===== config.mk =====
export PLATFORM = sky130hd
export DESIGN_NAME = seg_scan_ctrl
export DESIGN_NICKNAME = d
export VERILOG_FILES = /design/src/rtl/seg_scan_ctrl.sv
export SDC_FILE = /design/constraint.sdc
export NUM_CORES = 1
export LEC_CHECK = 0
export CORE_ASPECT_RATIO = 1.5
export CORE_MARGIN = 3
export CORE_UTILIZATION = 45
export CTS_BUF_LIST = sky130_fd_sc_hd__clkbuf_4
export DETAILED_ROUTE_END_ITERATION = 12
export DONT_BUFFER_PORTS = 1
export GPL_ROUTABILITY_DRIVEN = 0
export SYNTH_ARGS = -nofsm -noshare
export SYNTH_HDL_FRONTEND = slang
export SYNTH_SLANG_ARGS = --single-unit

===== constraint.sdc =====
create_clock -name wb_clk_i -period 3.9 [get_ports wb_clk_i]
set_input_delay 0.195 -clock wb_clk_i [delete_from_list [all_inputs] [get_ports wb_clk_i]]
set_output_delay 0.195 -clock wb_clk_i [all_outputs]
set_load 0.02 [all_outputs]

===== src/rtl/seg_scan_ctrl.sv =====
// Wishbone-configured scan controller for an 8-segment x NUM_DIGITS multiplexed
// display: per-digit patterns, programmable dwell, blanking gap, 16-level PWM.
module seg_scan_ctrl #(
   parameter int NUM_DIGITS = 10,
   parameter int DIV_W      = 16,
   parameter int BLANK_CYC  = 4,
   parameter int DIV_RST    = 999
) (
   input  logic                  wb_clk_i,
   input  logic                  wb_rst_i,
   input  logic                  wbs_cyc_i,
   input  logic                  wbs_stb_i,
   input  logic                  wbs_we_i,
   input  logic [3:0]            wbs_sel_i,
   input  logic [31:0]           wbs_adr_i,
   input  logic [31:0]           wbs_dat_i,
   output logic [31:0]           wbs_dat_o,
   output logic                  wbs_ack_o,
   output logic [7:0]            segm,
   output logic [NUM_DIGITS-1:0] sel,
   output logic                  frame_o
);
   localparam int IDX_W = (NUM_DIGITS > 1) ? $clog2(NUM_DIGITS) : 1;
   localparam logic [IDX_W-1:0] IDX_LAST   = IDX_W'(NUM_DIGITS - 1);
   localparam logic [DIV_W-1:0] BLANK_LAST = DIV_W'(BLANK_CYC - 1);
   localparam logic [4:0]       DIG_END    = 5'(NUM_DIGITS + 2);

   typedef enum logic [1:0] {S_IDLE, S_BLANK, S_ON} state_e;

   // Bus side
   logic                  ack_q;
   logic [31:0]           dat_q;
   logic [31:0]           rdata;
   logic [3:0]            adr;
   logic [3:0]            dig_off;
   logic                  dig_hit;
   logic                  acc;
   logic                  wr;
   logic [31:0]           lane_m;

   // Configuration registers
   logic                  en_q, en_d;
   logic [3:0]            bright_q, bright_d;
   logic [DIV_W-1:0]      div_q, div_d;
   logic [7:0]            digit_q [NUM_DIGITS];
   logic [7:0]            digit_d [NUM_DIGITS];

   // Scan engine
   state_e                state_q, state_d;
   logic [IDX_W-1:0]      idx_q, idx_d;
   logic [DIV_W-1:0]      cnt_q, cnt_d;
   logic [3:0]            pwm_q, pwm_d;
   logic [7:0]            segm_q, segm_d;
   logic [NUM_DIGITS-1:0] sel_q, sel_d;
   logic                  frame_q, frame_d;

   logic                  unused_bits;

   assign adr     = wbs_adr_i[5:2];
   assign dig_off = adr - 4'd2;
   assign dig_hit = (adr >= 4'd2) && ({1'b0, adr} < DIG_END);
   assign acc     = wbs_cyc_i & wbs_stb_i & ~ack_q;
   assign wr      = acc & wbs_we_i;
   assign lane_m  = {{8{wbs_sel_i[3]}}, {8{wbs_sel_i[2]}},
                     {8{wbs_sel_i[1]}}, {8{wbs_sel_i[0]}}};

   // Address and data bits outside the decoded/implemented fields.
   assign unused_bits = ^{wbs_adr_i, wbs_dat_i, dig_off, lane_m};

   assign wbs_ack_o = ack_q;
   assign wbs_dat_o = dat_q;
   assign segm      = segm_q;
   assign sel       = sel_q;
   assign frame_o   = frame_q;

   always_comb begin
      en_d     = en_q;
      bright_d = bright_q;
      div_d    = div_q;
      digit_d  = digit_q;
      if (wr) begin
         if (adr == 4'd0 && wbs_sel_i[0]) begin
            en_d     = wbs_dat_i[0];
            bright_d = wbs_dat_i[7:4];
         end
         if (adr == 4'd1)
            div_d = (div_q & ~lane_m[DIV_W-1:0]) | (wbs_dat_i[DIV_W-1:0] & lane_m[DIV_W-1:0]);
         if (dig_hit && wbs_sel_i[0])
            digit_d[dig_off[IDX_W-1:0]] = wbs_dat_i[7:0];
      end
   end

   always_comb begin
      rdata = '0;
      if (adr == 4'd0)
         rdata[7:0] = {bright_q, 3'd0, en_q};
      else if (adr == 4'd1)
         rdata[DIV_W-1:0] = div_q;
      else if (dig_hit)
         rdata[7:0] = digit_q[dig_off[IDX_W-1:0]];
   end

   always_ff @(posedge wb_clk_i) begin
      if (wb_rst_i) begin
         ack_q    <= 1'b0;
         dat_q    <= '0;
         en_q     <= 1'b0;
         bright_q <= '0;
         div_q    <= DIV_W'(DIV_RST);
         for (int i = 0; i < NUM_DIGITS; i++) digit_q[i] <= '0;
      end else begin
         ack_q    <= acc;
         dat_q    <= (acc && !wbs_we_i) ? rdata : '0;
         en_q     <= en_d;
         bright_q <= bright_d;
         div_q    <= div_d;
         digit_q  <= digit_d;
      end
   end

   // Outputs are derived from the next state so they line up with it once registered.
   always_comb begin
      state_d = state_q;
      idx_d   = idx_q;
      cnt_d   = cnt_q;
      pwm_d   = pwm_q;
      frame_d = 1'b0;
      case (state_q)
         S_IDLE: begin
            idx_d = '0;
            if (en_q) begin
               state_d = S_BLANK;
               cnt_d   = '0;
               frame_d = 1'b1;
            end
         end
         S_BLANK: begin
            if (!en_q) begin
               state_d = S_IDLE;
            end else if (cnt_q == BLANK_LAST) begin
               state_d = S_ON;
               cnt_d   = '0;
               pwm_d   = '0;
            end else begin
               cnt_d = cnt_q + 1'b1;
            end
         end
         S_ON: begin
            if (!en_q) begin
               state_d = S_IDLE;
            end else if (cnt_q >= div_q) begin
               state_d = S_BLANK;
               cnt_d   = '0;
               if (idx_q == IDX_LAST) begin
                  idx_d   = '0;
                  frame_d = 1'b1;
               end else begin
                  idx_d = idx_q + 1'b1;
               end
            end else begin
               cnt_d = cnt_q + 1'b1;
               pwm_d = pwm_q + 1'b1;
            end
         end
         default: state_d = S_IDLE;
      endcase

      sel_d  = '0;
      segm_d = '0;
      if (state_d == S_ON && pwm_d <= bright_q) begin
         sel_d[idx_d] = 1'b1;
         segm_d       = digit_q[idx_d];
      end
   end

   always_ff @(posedge wb_clk_i) begin
      if (wb_rst_i) begin
         state_q <= S_IDLE;
         idx_q   <= '0;
         cnt_q   <= '0;
         pwm_q   <= '0;
         segm_q  <= '0;
         sel_q   <= '0;
         frame_q <= 1'b0;
      end else begin
         state_q <= state_d;
         idx_q   <= idx_d;
         cnt_q   <= cnt_d;
         pwm_q   <= pwm_d;
         segm_q  <= segm_d;
         sel_q   <= sel_d;
         frame_q <= frame_d;
      end
   end

endmodule


==> results_dict.tcl, run 1 <==
set metrics [dict create \
    die_w_um 118 \
    antenna_found_initial 1 \
    post_drt_wl_per_cell_um 19.4 \
    ys_seq_area_frac 0.386 \
    cts_buffer_depth 2 \
    yosysWarningCount 0 \
    tns_ns 0 \
    dieArea_um2 20500 \
    dpl.hpwl_mm 17.2 \
    worst_slew_pin_slew_ns 0.908 \
    core_area_um2 18200 \
    rows 60 \
    clock_sinks 163 \
    drc_errors 0 \
    layoutNonFillerInstCount 1259 \
    synth.avg_cell_area_um2 8.84 \
    syn-cell-area_um2 8460 \
    cts_buffers 17 \
    syn_to_final_growth_pct 12.8 \
    ys.flop_type "dfxtp_1" \
    path_cells "inv_1 -> ha_1 -> nand2_2 -> or3_4 -> or4_4 -> nand4_1 -> mux2i_1 -> o21ai_1 -> ha_1 -> nor2b_4 -> o21ai_1 -> nand2b_1 -> a21oi_2 -> a41o_1 -> and3_4 -> buf_6 -> buf_4 -> nand4_1 -> o221ai_1" \
    firstDrtPassIters 5 \
    finalSetupViolCount 0 \
    slew_violations 0 \
    hold_viol 1 \
    ir_drop_mv 0.145 \
    detail-route-antenna-nets 0 \
    cp_slowest_cell "or4_4" \
    cp_data_arrival_time_ns 4.21 \
    leakagePower_nw 3.58 \
    p_per_area_nw_per_um2 295 \
    outcome "finished, violations left" \
    synth.distinct_cells 67 \
    drt-total-wl_mm 24.5 \
    die-height_um 174 \
    skew_ns 0.0174 \
    start_util 0.465 \
    period_needed_ns 3.74 \
    critical_path.max_stage_delay_ns 0.49 \
    max_cap_violations 0 \
    finalNetCount 1100 \
    ios 125 \
    clk_pin_slew_ns 0.14 \
    cts_tree "built" \
    vias 7081 \
    violations "hold timing" \
    cp-start-kind "flip-flop" \
    relSlewSlack 0.393 \
    crit_buf_inv 3 \
    grt_pass1_wl_mm 38.6 \
    grtUsageTotal 0.239 \
    grt_overflow_total 0 \
    synth_seq_cells 163 \
    fmax_mhz 268 \
    root_buffer "clkbuf_4" \
    clock_latency_ns 0.60 \
    vias_per_cell 5.62 \
    worstHoldPathType "input port to flip-flop" \
    async_reset_ff_frac 0 \
    synth_edf_count 0 \
    ctsHtreeMaxLevel 4 \
    n_fill_cell 1702 \
    critPathTopFamily "simple AND/OR/NAND/NOR gates" \
    path_class "flip-flop to flip-flop" \
    cp_max_fo 5 \
    grt_max_degree 129 \
    drive_gt1_frac 0.158 \
    portBuffers 0 \
    drt_iter0_drc 440 \
    post-route-period-util 0.958 \
    netlist_instances 957 \
    end_kind "flip-flop" \
    crit_required_ns 4.37 \
    worst_hold_slack_ns -0.00561 \
    dp.cells 1196 \
    grt_pass1_vias 7014 \
]
## worst reg2reg max path, delay by kind of cell, from the launching register on
kind,cells,cell delay (ns)
AND/OR/NAND/NOR,8,1.62
adder cells (fa/ha/maj),2,0.61
AO/OA/AOI/OAI,5,0.53
flip-flops,1,0.35
buffers and inverters,3,0.31
multiplexers,1,0.20
## worst paths after layout
path	startpoint	endpoint	slack, ns	depth (start not counted)
max reg2reg	flip-flop	segm[7]	0.16	19
max	flip-flop	segm[7]	0.16	19
min	wb_rst_i	flip-flop	-0.006	2
min reg2reg	flip-flop	flip-flop	0.47	2
## routing by layer
layer / part of all wire / vias up / global-route usage
met5: 0 / - / 0
met4: 0.032 / 0 / 0.0880
met3: 0.041 / 40 / 0.0477
met2: 0.55 / 160 / 0.460
met1: 0.38 / 3443 / 0.253
li1: - / 3438 / -
## sequential cells by signal, indices dropped and copies added, names as in the netlist, named ones only
signal	flops
digit_q	80
idx_q	4
wbs_dat_o	16
en_q	1
sel	10
pwm_q	4
state_q	2
segm	8
bright_q	4
wbs_ack_o	1
frame_o	1
cnt_q	16
## report_power, final
part | internal [mW] | switching [mW]
clock | 0.381 | 0.616
combinational | 0.0493 | 0.102
sequential | 1.67 | 0.00314
## cell type report
| cell class | instances | area (um^2) | area share |
|---|---|---|---|
| Timing Repair Buffer | 76 | 678 | 0.0711 |
| Antenna cell | 1 | 2.50 | 0.000262 |
| Tap cell | 248 | 310 | 0.0325 |
| Clock buffer | 18 | 135 | 0.0142 |
| Multi-Input combinational cell | 700 | 4860 | 0.509 |
| Clock inverter | 14 | 136 | 0.0143 |
| Sequential cell | 163 | 3270 | 0.343 |
| Inverter | 39 | 146 | 0.0153 |
## cells in the mapped netlist, types with 13 or more instances
| library cell | count | area, um^2 |
|---|---|---|
| nand2_1 | 130 | 488 |
| ha_1 | 30 | 375 |
| mux4_2 | 15 | 338 |
| nor3_1 | 26 | 130 |
| nor2_1 | 110 | 413 |
| mux2i_1 | 89 | 891 |
| o221ai_1 | 17 | 149 |
| mux2_2 | 13 | 146 |
| dfxtp_1 | 163 | 3260 |
| a21oi_1 | 65 | 325 |
| clkbuf_1 | 37 | 139 |
| o21ai_0 | 29 | 145 |
| nand4_1 | 16 | 100 |
| nand3_1 | 16 | 80.1 |
| buf_4 | 17 | 128 |
| inv_1 | 39 | 146 |
## per-stage QoR
step	setup slack (ns)	total power, mW	area (um^2)	util
floorplan	0.0479	1.82	8510	-
global placement	-0.0751	1.79	8810	0.485
detailed placement	-0.158	1.79	8810	0.485
CTS	0.00126	2.83	9390	0.517
global route	-0.0115	2.91	9540	0.525
finish	0.163	2.82	9540	0.525
## cells by family (layout without fill, tap and decap cells)
group,Yosys count,in the layout,share of synthesized area
flops,163,163,0.386
xor+xnor,4,4,0.00414
fa+ha+maj,30,30,0.0444
mux,123,123,0.173
buf+inv,109,147,0.0614
simple gates,358,358,0.195
compound gates,169,169,0.136
other cells,1,17,0.000443
## cells in the final DEF, fill, tap and decap left out, types with 5 or more instances in the layout
cell type,instances
nand2b_1,9
a22o_1,6
nor3_1,24
mux2_2,13
o21ai_0,25
and3_1,8
conb_1,16
nor2b_1,7
dfxtp_2,9
buf_4,45
nand3b_1,5
a22oi_1,8
nand4_1,16
o31ai_1,7
nand3_1,15
mux2i_1,89
a21oi_1,63
dlygate4sd3_1,27
a211o_1,7
inv_1,35
ha_1,25
nor2_1,110
clkbuf_4,18
mux4_2,15
o21a_1,6
nand2_1,128
o221ai_1,14
dfxtp_1,154
nor3_2,5
## what timing repair did
| action | CTS | global route |
|---|---|---|
| hold buffers | 27 | 1 |
| setup endpoints to repair | 17 | 18 |
| setup buffers | 1 | 1 |
| gates resized for setup | 5 | 36 |
| pin swaps | 1 | 13 |
| hold endpoints to repair | 145 | 1 |
No activity file was read; power rests on OpenSTA's default activity.
==> run 2: changes to the inputs <==
- RECOVER_POWER: unset -> 50
==> run 2 against run 1 <==
  * The flow still finishes with violations (hold timing)
  * Register-to-register slack about the same
  * Via count unchanged
  * Sequential power about the same
  * Wire length hardly changed
  * Die area unchanged
  * Clock power about the same
  * Final area shrank 0.30%
  * Global-route usage unchanged
  * Sequential share of layout area increased by 0.10 points
  * Cell count is the same
  * Total power about the same
  * Critical path type unchanged
  * Critical endpoint unchanged
  * Largest power group unchanged
==> results_dict.tcl, run 2 (synthesis results as in run 1) <==
set metrics [dict create \
    final_area_um2 9510 \
    vias 7081 \
    cts_buffer_depth 2 \
    grt_overflow_total 0 \
    drt_iter0_drc 452 \
    max_cap_violations 0 \
    largest_reg_flops 80 \
    layout_commonest_cell "dfxtp_1" \
    post_drt_wl_per_cell_um 19.4 \
    firstDrtPassIters 5 \
    clock_sinks 163 \
    place_area_um2 8810 \
    route.met3.wl_mm 1.04 \
    syn_to_final_growth_pct 12.5 \
    period_needed_ns 3.73 \
    grt_pass1_wl_mm 38.6 \
    antenna_found_initial 1 \
    post-route-period-util 0.957 \
    top_layer_used "met4" \
    cts_buffers 17 \
    drc_errors 0 \
    violations "hold timing" \
    grt_max_degree 129 \
    drt-total-wl_mm 24.5 \
    detail-route-antenna-nets 0 \
    finalNetCount 1100 \
    tns_ns 0 \
    worst_hold_slack_ns -0.00559 \
    path_class "flip-flop to flip-flop" \
    die-height_um 174 \
    leakagePower_nw 3.55 \
    crit_required_ns 4.37 \
    clock_latency_ns 0.60 \
    outcome "finished, violations left" \
    dieArea_um2 20500 \
    finalSetupViolCount 0 \
    n_fill_cell 1705 \
    fmax_mhz 268 \
    top_register "digit_q" \
    die_w_um 118 \
    cts_tree "built" \
    vias_per_cell 5.62 \
    worstHoldPathType "input port to flip-flop" \
    portBuffers 0 \
    dpl.hpwl_mm 17.2 \
    end_kind "flip-flop" \
    clk_pin_slew_ns 0.14 \
    cp_data_arrival_time_ns 4.20 \
    grtUsageTotal 0.239 \
    cp-start-kind "flip-flop" \
    p_per_area_nw_per_um2 296 \
    wirelength_met1_mm 9.26 \
    skew_ns 0.0189 \
    post-place-ws_ns -0.158 \
    ir_drop_mv 0.145 \
    layout_common_cells "154 x dfxtp_1, 128 x nand2_1, 110 x nor2_1, 89 x mux2i_1, 63 x a21oi_1" \
    rows 60 \
    relSlewSlack 0.413 \
    setup_slack_ns 0.168 \
    ctsHtreeMaxLevel 4 \
    start_util 0.465 \
    worst_slew_pin_slew_ns 0.874 \
    root_buffer "clkbuf_4" \
    slew_violations 0 \
    ios 125 \
    core_area_um2 18200 \
    met2_length_mm 13.4 \
    drive_gt1_frac 0.151 \
    post-route-util 0.524 \
    grt_pass1_vias 7014 \
    hold_viol 1 \
    cp_max_fo 5 \
]
[run 2: through the flow]
stage,instances,total power [mW]
CTS,1256,2.83
detailed placement,1196,1.79
global route,1259,2.91
floorplan,972,1.82
finish,1259,2.82
global placement,1196,1.79
[run 2: path summary, 6_finish.rpt]
| path | start | end | slack [ns] | depth (start not counted) |
|---|---|---|---|---|
| hold / removal | wb_rst_i | flip-flop | -0.006 | 2 |
| hold reg to reg | digit_q[70] | digit_q[70] | 0.47 | 2 |
| setup / recovery | flip-flop | segm[7] | 0.17 | 19 |
| setup reg to reg | flip-flop | segm[7] | 0.17 | 19 |
[run 2: layout make-up]
class                           instances  area [um^2]  share of cell area
Tap cell                              248          310              0.0326
Clock buffer                           18          135              0.0142
Antenna cell                            1         2.50            0.000263
Timing Repair Buffer                   76          656              0.0689
Sequential cell                       163         3270               0.344
Clock inverter                         14          136              0.0143
Multi-Input combinational cell        700         4850               0.510
Inverter                               39          146              0.0154
[run 2: where the power goes]
| group | total, mW | internal [mW] | switching, mW |
|---|---|---|---|
| combinational | 0.150 | 0.0482 | 0.102 |
| clock | 0.995 | 0.381 | 0.614 |
| sequential | 1.67 | 1.67 | 0.00315 |
| total | 2.82 | 2.10 | 0.720 |
[run 2: critical path, stage by stage (launching register included)]
cell and delay (ns):
dfxtp_2 0.35, inv_1 0.05, ha_1 0.30, nand2_2 0.08, or3_4 0.38, or4_4 0.49
nand4_1 0.16, mux2i_1 0.20, o21ai_1 0.10, ha_1 0.31, nor2b_4 0.14, o21ai_1 0.07
nand2b_1 0.08, a21oi_2 0.05, a41o_1 0.20, and3_4 0.22, buf_6 0.13, buf_4 0.13
nand4_1 0.07, o221ai_1 0.11
[run 2: what timing repair did]
item	CTS	global route
endpoints found under the hold margin	145	1
hold buffers	27	1
gates resized for setup	5	36
buffers inserted	1	1
setup endpoints to repair	17	18
pin swaps	1	13
[run 2: metal layers]
| metal | vias to the layer above | track usage |
|---|---|---|
| met5 | - | 0 |
| li1 | 3444 | - |
| met1 | 3417 | 0.253 |
| met2 | 180 | 0.460 |
| met4 | 0 | 0.0880 |
| met3 | 40 | 0.0477 |
==> run 3: changes to the inputs <==
- ABC_AREA: unset -> 1
==> run 3 against run 2 <==
  * The run now ends clean
  * Maximum frequency rose by 9.5%
  * First-iteration DRC count rose by 26%
  * Register-to-register slack improved by 0.32 ns
  * Wire length barely moved
  * Count of clock-buffer cells in the layout rose by 3
  * Critical path type unchanged
  * Critical endpoint is now sel[1]
  * Largest power group unchanged
==> results_dict.tcl, run 3 <==
set metrics [dict create \
    worst_hold_slack_ns 0.0521 \
    cts_tree "built" \
    r2r_slack_ns 0.49 \
    finalNetCount 1330 \
    fmax_mhz 294 \
    crit_required_ns 4.42 \
    largest_reg_flops 80 \
    netlist_instances 1230 \
    cts_buffers 17 \
    grt_pass1_vias 7389 \
    grt_overflow_total 0 \
    die-height_um 175 \
    synth.distinct_cells 44 \
    slew_violations 0 \
    yosys.area.top_type_share 0.381 \
    rsz0062_at_grt "false" \
    synth.most_common_cell "nand2_1" \
    clk_pin_slew_ns 0.13 \
    max_cap_violations 0 \
    holdPathEnd "bright_q[2]" \
    top_register "digit_q" \
    root_buffer "clkbuf_4" \
    reg2reg_depth 24 \
    cp_slowest_cell "dfxtp_1" \
    drt_iter0_drc 570 \
    path_class "flip-flop to flip-flop" \
    r2r_end "sel[1]" \
    cp-start-kind "flip-flop" \
    ir_drop_mv 0.130 \
    synth_area_leaders "dfxtp_1 38%, nand2_1 11%, inv_1 7.4%" \
    post-route-period-util 0.874 \
    finalSetupViolCount 0 \
    p_per_area_nw_per_um2 323 \
    outcome "finished clean" \
    layoutNonFillerInstCount 1492 \
    synth_edf_count 0 \
    ctsHtreeMaxLevel 4 \
    postCtsSetupRepairBufs 0 \
    worst_slew_pin_slew_ns 0.798 \
    seq_area_um2 3260 \
    ios 125 \
    worstHoldPathType "input port to flip-flop" \
    tns_ns 0 \
    leakagePower_nw 3.70 \
    synth.avg_cell_area_um2 6.97 \
    path_cells "inv_1 -> ha_1 -> nand2_1 -> inv_2 -> nand2_1 -> nand2_1 -> nor2_1 -> nand2_1 -> nand2_1 -> nand2_2 -> nor2_1 -> nand4_1 -> nor2_1 -> nor2_1 -> nand3_1 -> nand2_1 -> ha_1 -> nand2_1 -> inv_1 -> o21ai_0 -> a32oi_1 -> nor2_4 -> nand3_1 -> nor2_1" \
    multi_input_comb_area_um2 4260 \
    yosysWarningCount 0 \
    rows 61 \
    die_w_um 119 \
    skew_ns 0.0217 \
    async_reset_ff_frac 0 \
    crit_buf_inv 3 \
    cts_buffer_depth 2 \
    syn-cell-area_um2 8570 \
    firstDrtPassIters 5 \
    critPathTopFamily "simple AND/OR/NAND/NOR gates" \
    hold_depth 3 \
    period_needed_ns 3.41 \
    antenna_found_initial 1 \
    vias 7863 \
    dp.cells 1438 \
    ys.flop_type "dfxtp_1" \
    path_common_cell "nand2_1" \
    core_area_um2 18600 \
    hold_viol 0 \
    critical_path.max_stage_delay_ns 0.38 \
    post_drt_wl_per_cell_um 16.4 \
    dpl.hpwl_mm 16.9 \
    clock_latency_ns 0.58 \
    grt_max_degree 71 \
    detail-route-antenna-nets 0 \
    layout_common_cells "255 x nand2_1, 168 x inv_1, 163 x dfxtp_1, 117 x a21oi_1, 109 x o21ai_0" \
    cp_data_arrival_time_ns 3.93 \
    n_fill_cell 1973 \
    clock_sinks 163 \
    portBuffers 0 \
    netlist_top_cells_count "255 x nand2_1, 169 x inv_1, 163 x dfxtp_1, 116 x a21oi_1, 109 x o21ai_0" \
    setup_slack_ns 0.493 \
    synth_seq_cells 163 \
    yosysTopAreaCell "dfxtp_1" \
    hold_start "wbs_sel_i[0]" \
    drive_gt1_frac 0.0630 \
    post-place-ws_ns 0.357 \
    cp_max_fo 12 \
    drt-total-wl_mm 24.5 \
    grtUsageTotal 0.237 \
    layout_commonest_cell "nand2_1" \
    dieArea_um2 20800 \
    ys_seq_area_frac 0.381 \
    relSlewSlack 0.464 \
    start_util 0.460 \
    vias_per_cell 5.27 \
    drc_errors 0 \
    syn_to_final_growth_pct 6.83 \
    end_kind "flip-flop" \
    grt_pass1_wl_mm 38.9 \
]
[run 3: worst max path at each step]
stage / from / end / slack [ns] / depth (start not counted)
finish: flip-flop / sel[1] / 0.49 / 24
CTS: cnt_q[7] / sel[1] / 0.32 / 23
detailed placement: flip-flop / sel[8] / 0.36 / 24
floorplan: cnt_q[7] / sel[3] / 1.04 / 25
global route: flip-flop / sel[8] / 0.03 / 24
global placement: cnt_q[7] / sel[8] / 0.37 / 23
[run 3: layout make-up]
class | count | share of cell area
clock buffer | 21 | 0.0172
inverter | 178 | 0.0735
sequential | 163 | 0.356
tap | 252 | 0.0344
multi-input combinational | 825 | 0.465
antenna | 1 | 0.000273
timing repair buffer | 42 | 0.0391
clock inverter | 10 | 0.0145
[run 3: cell families (layout without fill, tap and decap cells)]
kind of cell | after synthesis | in the layout | synth area share
other | 1 | 17 | 0.000437
and+or+nand+nor | 464 | 464 | 0.234
xor gates and xnor gates | 3 | 3 | 0.00307
adders and majority gates | 30 | 30 | 0.0438
buffers and inverters | 257 | 251 | 0.128
AOI/OAI and AO/OA | 312 | 312 | 0.210
DFF | 163 | 163 | 0.381
[run 3: what timing repair did]
item,4_1_cts,5_1_grt
resized for setup,0,1
hold buffers,22,0
setup endpoints to repair,0,8
endpoints found under the hold margin,146,0
[run 3: worst min-delay path, delay by kind of cell]
kind | cells | cell delay, ns
and+or+nand+nor | 3 | 0.39
[run 3: metal layers]
layer,GRT usage,vias to the layer above,part of all wire
li1,-,4000,-
met1,0.262,3603,0.40
met2,0.433,198,0.52
met3,0.0398,62,0.037
met4,0.118,0,0.044
met5,0,-,0
[run 3: power breakdown]
| part | leakage [nW] | internal (mW) | switching (mW) |
|---|---|---|---|
| registers | 1.31 | 1.67 | 0.00544 |
| clock network | 0.157 | 0.466 | 0.603 |
| logic | 2.23 | 0.0623 | 0.155 |
[run 3: per-stage QoR]
stage	area [um^2]	power, mW	utilization
6_report	9160	2.96	0.492
5_1_grt	9160	3.07	0.492
4_1_cts	9200	2.99	0.494
2_1_floorplan	8630	1.86	-
3_3_place_gp	8670	1.88	0.465
3_5_place_dp	8670	1.88	0.465
